File: src/rtl/rr_arbiter4_if.sv
// rr_arbiter4_if
//   Bundles the request/grant signals between the requesting units and the
//   4-way arbiter.
//   master : requester side  - drives ein, req, done; observes grant outputs
//   slave  : arbiter side    - observes ein, req, done; drives grant outputs
//   Signals:
//     ein      1  arbiter enable
//     req      4  request vector, bit i = requester i
//     done     1  current owner releases the resource
//     gnt      4  one-hot grant (0 when no owner)
//     gnt_id   2  index of the granted requester (0 when no owner)
//     gs       1  group select, high while a grant is active
//     eout     1  enable-out for chaining when idle with no requests
//     timeout  1  one-cycle pulse after a hold-limit forced release
interface rr_arbiter4_if;
  logic       ein;
  logic [3:0] req;
  logic       done;
  logic [3:0] gnt;
  logic [1:0] gnt_id;
  logic       gs;
  logic       eout;
  logic       timeout;

  modport master (
    output ein, req, done,
    input  gnt, gnt_id, gs, eout, timeout
  );

  modport slave (
    input  ein, req, done,
    output gnt, gnt_id, gs, eout, timeout
  );
endinterface

File: src/rtl/rr_arbiter4.sv
// rr_arbiter4
//   Sequential 4-requester arbiter for one shared resource. A grant is issued
//   one cycle after a request is seen in IDLE, held until the owner releases
//   (done, dropped request, enable removed) or the hold limit expires, and is
//   always followed by one dead cycle. Winners rotate round-robin from a
//   pointer that advances past the last owner.
//   Ports:
//     clk   in  clock, rising edge
//     rst   in  synchronous active-high reset
//     bus   rr_arbiter4_if.slave (ein, req, done in; gnt, gnt_id, gs, eout,
//           timeout out)
//   Parameters:
//     HOLD_MAX  max consecutive grant cycles (0 = unlimited)
//     CNT_W     hold counter width, 2**CNT_W > HOLD_MAX
//   Build option:
//     FIXED_PRIO_EN  when defined, the highest set request index always wins
//                    and the round-robin pointer is not built.
module rr_arbiter4 #(
  parameter int HOLD_MAX = 8,
  parameter int CNT_W    = 4
) (
  input logic          clk,
  input logic          rst,
  rr_arbiter4_if.slave bus
);

  localparam logic [0:0] ST_IDLE  = 1'b0;
  localparam logic [0:0] ST_GRANT = 1'b1;

  logic [0:0]       state_q, state_d;
  logic [3:0]       gnt_q, gnt_d;
  logic [1:0]       gnt_id_q, gnt_id_d;
  logic [CNT_W-1:0] cnt_q, cnt_d;
  logic             eout_q, eout_d;
  logic             timeout_q, timeout_d;

  logic [1:0] win_id;
  logic       any_req;
  logic       owner_req;
  logic       hold_hit;
  logic       release_now;

  assign any_req   = |bus.req;
  assign owner_req = bus.req[gnt_id_q];
  // cnt counts completed grant cycles minus one, so the last allowed cycle
  // is the one where cnt reaches HOLD_MAX-1.
  assign hold_hit    = (HOLD_MAX != 0) && (cnt_q == CNT_W'(HOLD_MAX - 1));
  assign release_now = bus.done | ~owner_req | ~bus.ein | hold_hit;

`ifdef FIXED_PRIO_EN
  // Highest set index wins; later loop iterations override earlier ones.
  always_comb begin
    win_id = 2'd0;
    for (int i = 0; i < 4; i++) begin
      if (bus.req[i]) win_id = 2'(i);
    end
  end
`else
  logic [1:0] ptr_q, ptr_d;
  logic [3:0] req_rot;
  logic [1:0] rot_off;

  // Rotate the request vector so bit 0 is the requester at the pointer;
  // the 2-bit index sum wraps 3 -> 0 naturally.
  generate
    for (genvar gi = 0; gi < 4; gi++) begin : g_rot
      assign req_rot[gi] = bus.req[ptr_q + 2'(gi)];
    end
  endgenerate

  // Lowest set bit of the rotated vector is the first requester after ptr.
  always_comb begin
    rot_off = 2'd0;
    for (int i = 3; i >= 0; i--) begin
      if (req_rot[i]) rot_off = 2'(i);
    end
    win_id = ptr_q + rot_off;
  end

  // Advance past the releasing owner; an enable abort keeps the pointer so
  // the interrupted requester is not penalised.
  always_comb begin
    ptr_d = ptr_q;
    if ((state_q == ST_GRANT) && release_now && bus.ein) begin
      ptr_d = gnt_id_q + 2'd1;
    end
  end

  always_ff @(posedge clk) begin
    if (rst) ptr_q <= 2'd0;
    else     ptr_q <= ptr_d;
  end
`endif

  always_comb begin
    state_d   = state_q;
    gnt_d     = gnt_q;
    gnt_id_d  = gnt_id_q;
    cnt_d     = cnt_q;
    eout_d    = 1'b0;
    timeout_d = 1'b0;
    case (state_q)
      ST_IDLE: begin
        if (bus.ein && any_req) begin
          state_d  = ST_GRANT;
          gnt_d    = 4'b0001 << win_id;
          gnt_id_d = win_id;
          cnt_d    = '0;
        end else begin
          eout_d = bus.ein & ~any_req;
        end
      end
      default: begin
        if (release_now) begin
          state_d  = ST_IDLE;
          gnt_d    = 4'b0000;
          gnt_id_d = 2'd0;
          cnt_d    = '0;
          // A voluntary release (done, dropped request) in the same edge
          // as the hold limit is not reported as a timeout.
          timeout_d = hold_hit & ~bus.done & owner_req;
        end else begin
          cnt_d = cnt_q + 1'b1;
        end
      end
    endcase
  end

  always_ff @(posedge clk) begin
    if (rst) begin
      state_q   <= ST_IDLE;
      gnt_q     <= 4'b0000;
      gnt_id_q  <= 2'd0;
      cnt_q     <= '0;
      eout_q    <= 1'b0;
      timeout_q <= 1'b0;
    end else begin
      state_q   <= state_d;
      gnt_q     <= gnt_d;
      gnt_id_q  <= gnt_id_d;
      cnt_q     <= cnt_d;
      eout_q    <= eout_d;
      timeout_q <= timeout_d;
    end
  end

  assign bus.gnt     = gnt_q;
  assign bus.gnt_id  = gnt_id_q;
  assign bus.gs      = (state_q == ST_GRANT);
  assign bus.eout    = eout_q;
  assign bus.timeout = timeout_q;

endmodule

File: src/flat_wrapper.sv
// flat-port wrapper written by rule: the top's interface ports become plain ports
module rr_arbiter4_flat 
#(
  parameter int HOLD_MAX = 8,
  parameter int CNT_W    = 4
)
  (clk, rst, bus_ein, bus_req, bus_done, bus_gnt, bus_gnt_id, bus_gs, bus_eout, bus_timeout);
  rr_arbiter4_if bus_i ();
  input logic clk;
  input logic rst;
  input wire logic [$bits(bus_i.ein)-1:0] bus_ein;
  input wire logic [$bits(bus_i.req)-1:0] bus_req;
  input wire logic [$bits(bus_i.done)-1:0] bus_done;
  output wire logic [$bits(bus_i.gnt)-1:0] bus_gnt;
  output wire logic [$bits(bus_i.gnt_id)-1:0] bus_gnt_id;
  output wire logic [$bits(bus_i.gs)-1:0] bus_gs;
  output wire logic [$bits(bus_i.eout)-1:0] bus_eout;
  output wire logic [$bits(bus_i.timeout)-1:0] bus_timeout;
  assign bus_i.ein = bus_ein;
  assign bus_i.req = bus_req;
  assign bus_i.done = bus_done;
  assign bus_gnt = bus_i.gnt;
  assign bus_gnt_id = bus_i.gnt_id;
  assign bus_gs = bus_i.gs;
  assign bus_eout = bus_i.eout;
  assign bus_timeout = bus_i.timeout;
  rr_arbiter4 #(.HOLD_MAX(HOLD_MAX), .CNT_W(CNT_W)) u_core (.clk(clk), .rst(rst), .bus(bus_i));
endmodule
File: config.mk
export PLATFORM = sky130hd
export DESIGN_NAME = rr_arbiter4_flat
export DESIGN_NICKNAME = d
export VERILOG_FILES = /design/src/rtl/rr_arbiter4_if.sv /design/src/rtl/rr_arbiter4.sv /design/src/flat_wrapper.sv
export SDC_FILE = /design/constraint.sdc
export NUM_CORES = 1
export LEC_CHECK = 0
export BUFFER_PORTS_ARGS = -buffer_cell sky130_fd_sc_hd__buf_2
export CELL_PAD_IN_SITES_DETAIL_PLACEMENT = 1
export CELL_PAD_IN_SITES_GLOBAL_PLACEMENT = 1
export CORE_MARGIN = 2
export CORE_UTILIZATION = 40
export CTS_CLUSTER_DIAMETER = 40
export DETAILED_ROUTE_END_ITERATION = 12
export PLACE_DENSITY_LB_ADDON = 0.1
export SYNTH_ARGS = -nofsm -noshare
export SYNTH_HDL_FRONTEND = slang
export SYNTH_SLANG_ARGS = --single-unit
export TNS_END_PERCENT = 5
File: constraint.sdc
create_clock -name clk -period 2.4 [get_ports clk]
set_input_delay 0.36 -clock clk [delete_from_list [all_inputs] [get_ports clk]]
set_output_delay 0.36 -clock clk [all_outputs]
set_load 0.02 [all_outputs]
==> reports/metrics.yaml <==
status: "completed"
tightest_slew_ns: 0.4096
post_cts_buffers: 0
numCtsBuffers: 3
wirelength_um: 2012
cts_resized: 0
synthCells: 101
slew_headroom: 0.7199
crit_cells: 8
synth-edff-count: 0
rrSetupSlack_ns: 0.29
cp-end-kind: "register"
drtIter0Drc: 10
hold_depth: 3
drt_first_pass_iters: 4
ioPinCount: 17
antenna_found_initial: 0
grt_pass1_wl_um: 3512
synth_warnings: 0
fmax_ghz: 0.4741
cts_root_buffer: "clkbuf_4"
rsz0062_at_grt: "no"
cp_top_family: "compound AO/OA/AOI/OAI gates"
synth_cell_type_count: 38
die-area_um2: 2648
critical_path_class: "register to register"
start_util: 0.4152
avgSynthCellArea_um2: 8.919
drc: 0
crit_chain: "nor2_1 -> a211oi_1 -> a21oi_1 -> a211o_1 -> ha_1 -> xnor2_1 -> xnor2_2 -> a32o_2"
die_w_um: 51.46
n_antenna_cell: 0
setup_violations: 0
place_congestion: 0.6829
drive_above_1_share: 0.2821
nFillCells: 272
syn-num-nets: 111
cp_num_buf_inv: 0
ys_seq_area_frac: 0.3333
grt_pass1_vias: 775
dp_hpwl_um: 1520
max_stage_delay_ns: 0.49
p_per_area_nw_per_um2: 544.9
worstPathRequired_ns: 2.58
cts_tree: "built"
hold_class: "primary input to register"
finalCritPeriodShare: 0.8789
fin_nets: 128
grt_overflow: 0
cts_num_sinks: 15
min_period_ns: 2.109
synth_top_area_cell: "dfxtp_1"
area_delta_synth_final_pct: 12.64
multiInputGateArea_um2: 553.0
finalClockSkew_ns: 0.001240
cp-start-kind: "register"
placed_cell_area_um2: 987.2
gr-usage-all-layers: 0.1779
synth_common_cells: "18 x nor2_1, 15 x dfxtp_1, 11 x nand2_1"
final_area_um2: 1015
ys_ff_latch: 15
worstRegToRegCells: 8
io_buffers: 16
grt_max_degree: 13
clk_pin_slew_ns: 0.09
vias: 765
clock_latency_ns: 0.28
arrival_ns: 2.29
fp-row-count: 17
synthFlopType: "dfxtp_1"
leakage_nw: 0.4145
total_power_mw: 0.5529
viasPerCell: 5.276
hold_buffers: 0
crit_path_max_fanout: 9
regArea_um2: 300.3
async_flop_share: 0
core-area_um2: 2170
hold_violations: 0
synth.top_cell.area_share: 0.3333
timing.setup.tns_ns: 0
cts-htree-levels: 1
cts_buffer_depth: 2
netlist_top_cells_area: "dfxtp_1 33%, nor2_1 7.5%, nand2_1 4.6%"
cp_slowest_cell: "dfxtp_1"
synth_area_um2: 900.9
slew_viol_final: 0
fp.dieH_um: 51.46
yosys.cell_count.top_type: "nor2_1"
antenna_left: 0
vdd_drop_max_mv: 0.3133
drt-wirelength-per-cell_um: 13.88
maxCapViolations: 0
-- worst min-delay path: stages --
cell and delay [ns]:
buf_2 0.13, nand2_1 0.06, a211oi_1 0.06
-- path summary, 6_finish.rpt --
path / from / endpoint
min reg2reg: u_core.bus.gnt[1] / u_core.bus.gnt[1]
max reg2reg: u_core.ptr_q[0] / u_core.bus.gnt[0]
max: u_core.ptr_q[0] / u_core.bus.gnt[0]
min: bus_ein / u_core.bus.gs
-- state kept, by name (all words and copies together) (netlist names) --
signal and cells:
u_core.bus.eout 1, u_core.bus.gnt 4, u_core.bus.gnt_id 2, u_core.bus.gs 1
u_core.bus.timeout 1, u_core.cnt_q 4, u_core.ptr_q 2
-- per-stage QoR --
stage / utilization / std cells / setup WS (ns) / hold WS (ns)
6_report: 0.4677 / 145 / 0.2905 / 0.3697
5_1_grt: 0.4677 / 145 / 0.1192 / 0.3686
4_1_cts: 0.4677 / 145 / 0.2693 / 0.3559
3_5_place_dp: 0.4550 / 141 / 0.2487 / 0.4527
3_3_place_gp: 0.4550 / 141 / 0.2869 / 0.4498
2_1_floorplan: - / 101 / 0.3976 / 0.4573
-- layout by cell type (no fill, tap or decap), types with 2 or more instances in the layout --
cell	Yosys	routed
mux2i_1	2	2
nand3_1	3	3
a211oi_1	3	3
nand2b_1	4	4
ha_1	2	2
nor2_1	18	18
nand2_1	11	11
clkbuf_4	0	3
nor3_1	2	2
a31oi_1	2	2
inv_1	3	3
o2bb2ai_1	2	2
buf_2	2	16
a21oi_1	3	3
nor3b_1	2	2
dfxtp_1	15	15
xnor2_1	2	2
o32ai_1	2	2
a32o_2	2	2
-- per-layer routing --
layer | share of wire | GRT usage
met5 | 0 | 0
met4 | 0.0084 | 0.07895
met3 | 0.021 | 0.01754
met2 | 0.49 | 0.3034
met1 | 0.48 | 0.2255
-- layout make-up --
cell class | instances | share of cell area
Clock buffer | 3 | 0.02219
Clock inverter | 1 | 0.004932
Sequential cell | 15 | 0.2959
Timing Repair Buffer | 17 | 0.08631
Multi-Input combinational cell | 78 | 0.5450
Inverter | 3 | 0.01110
Tap cell | 28 | 0.03453
-- kinds of logic (layout without fill, tap and decap cells) --
| group | count (synthesis) | count (layout) | share of synthesized area |
|---|---|---|---|
| DFF | 15 | 15 | 0.3333 |
| adders and majority gates | 2 | 2 | 0.02777 |
| xor gates and xnor gates | 3 | 3 | 0.03751 |
| buffers and inverters | 8 | 24 | 0.05277 |
| and+or+nand+nor | 45 | 45 | 0.2514 |
| muxes | 3 | 3 | 0.03472 |
| AOI/OAI and AO/OA | 25 | 25 | 0.2625 |
-- where the power goes --
part / switching (mW) / internal [mW]
clock: 0.0822 / 0.0618
combinational: 0.0746 / 0.0590
sequential: 0.0151 / 0.260
total: 0.172 / 0.381
Power figures use the tool's default switching activity.
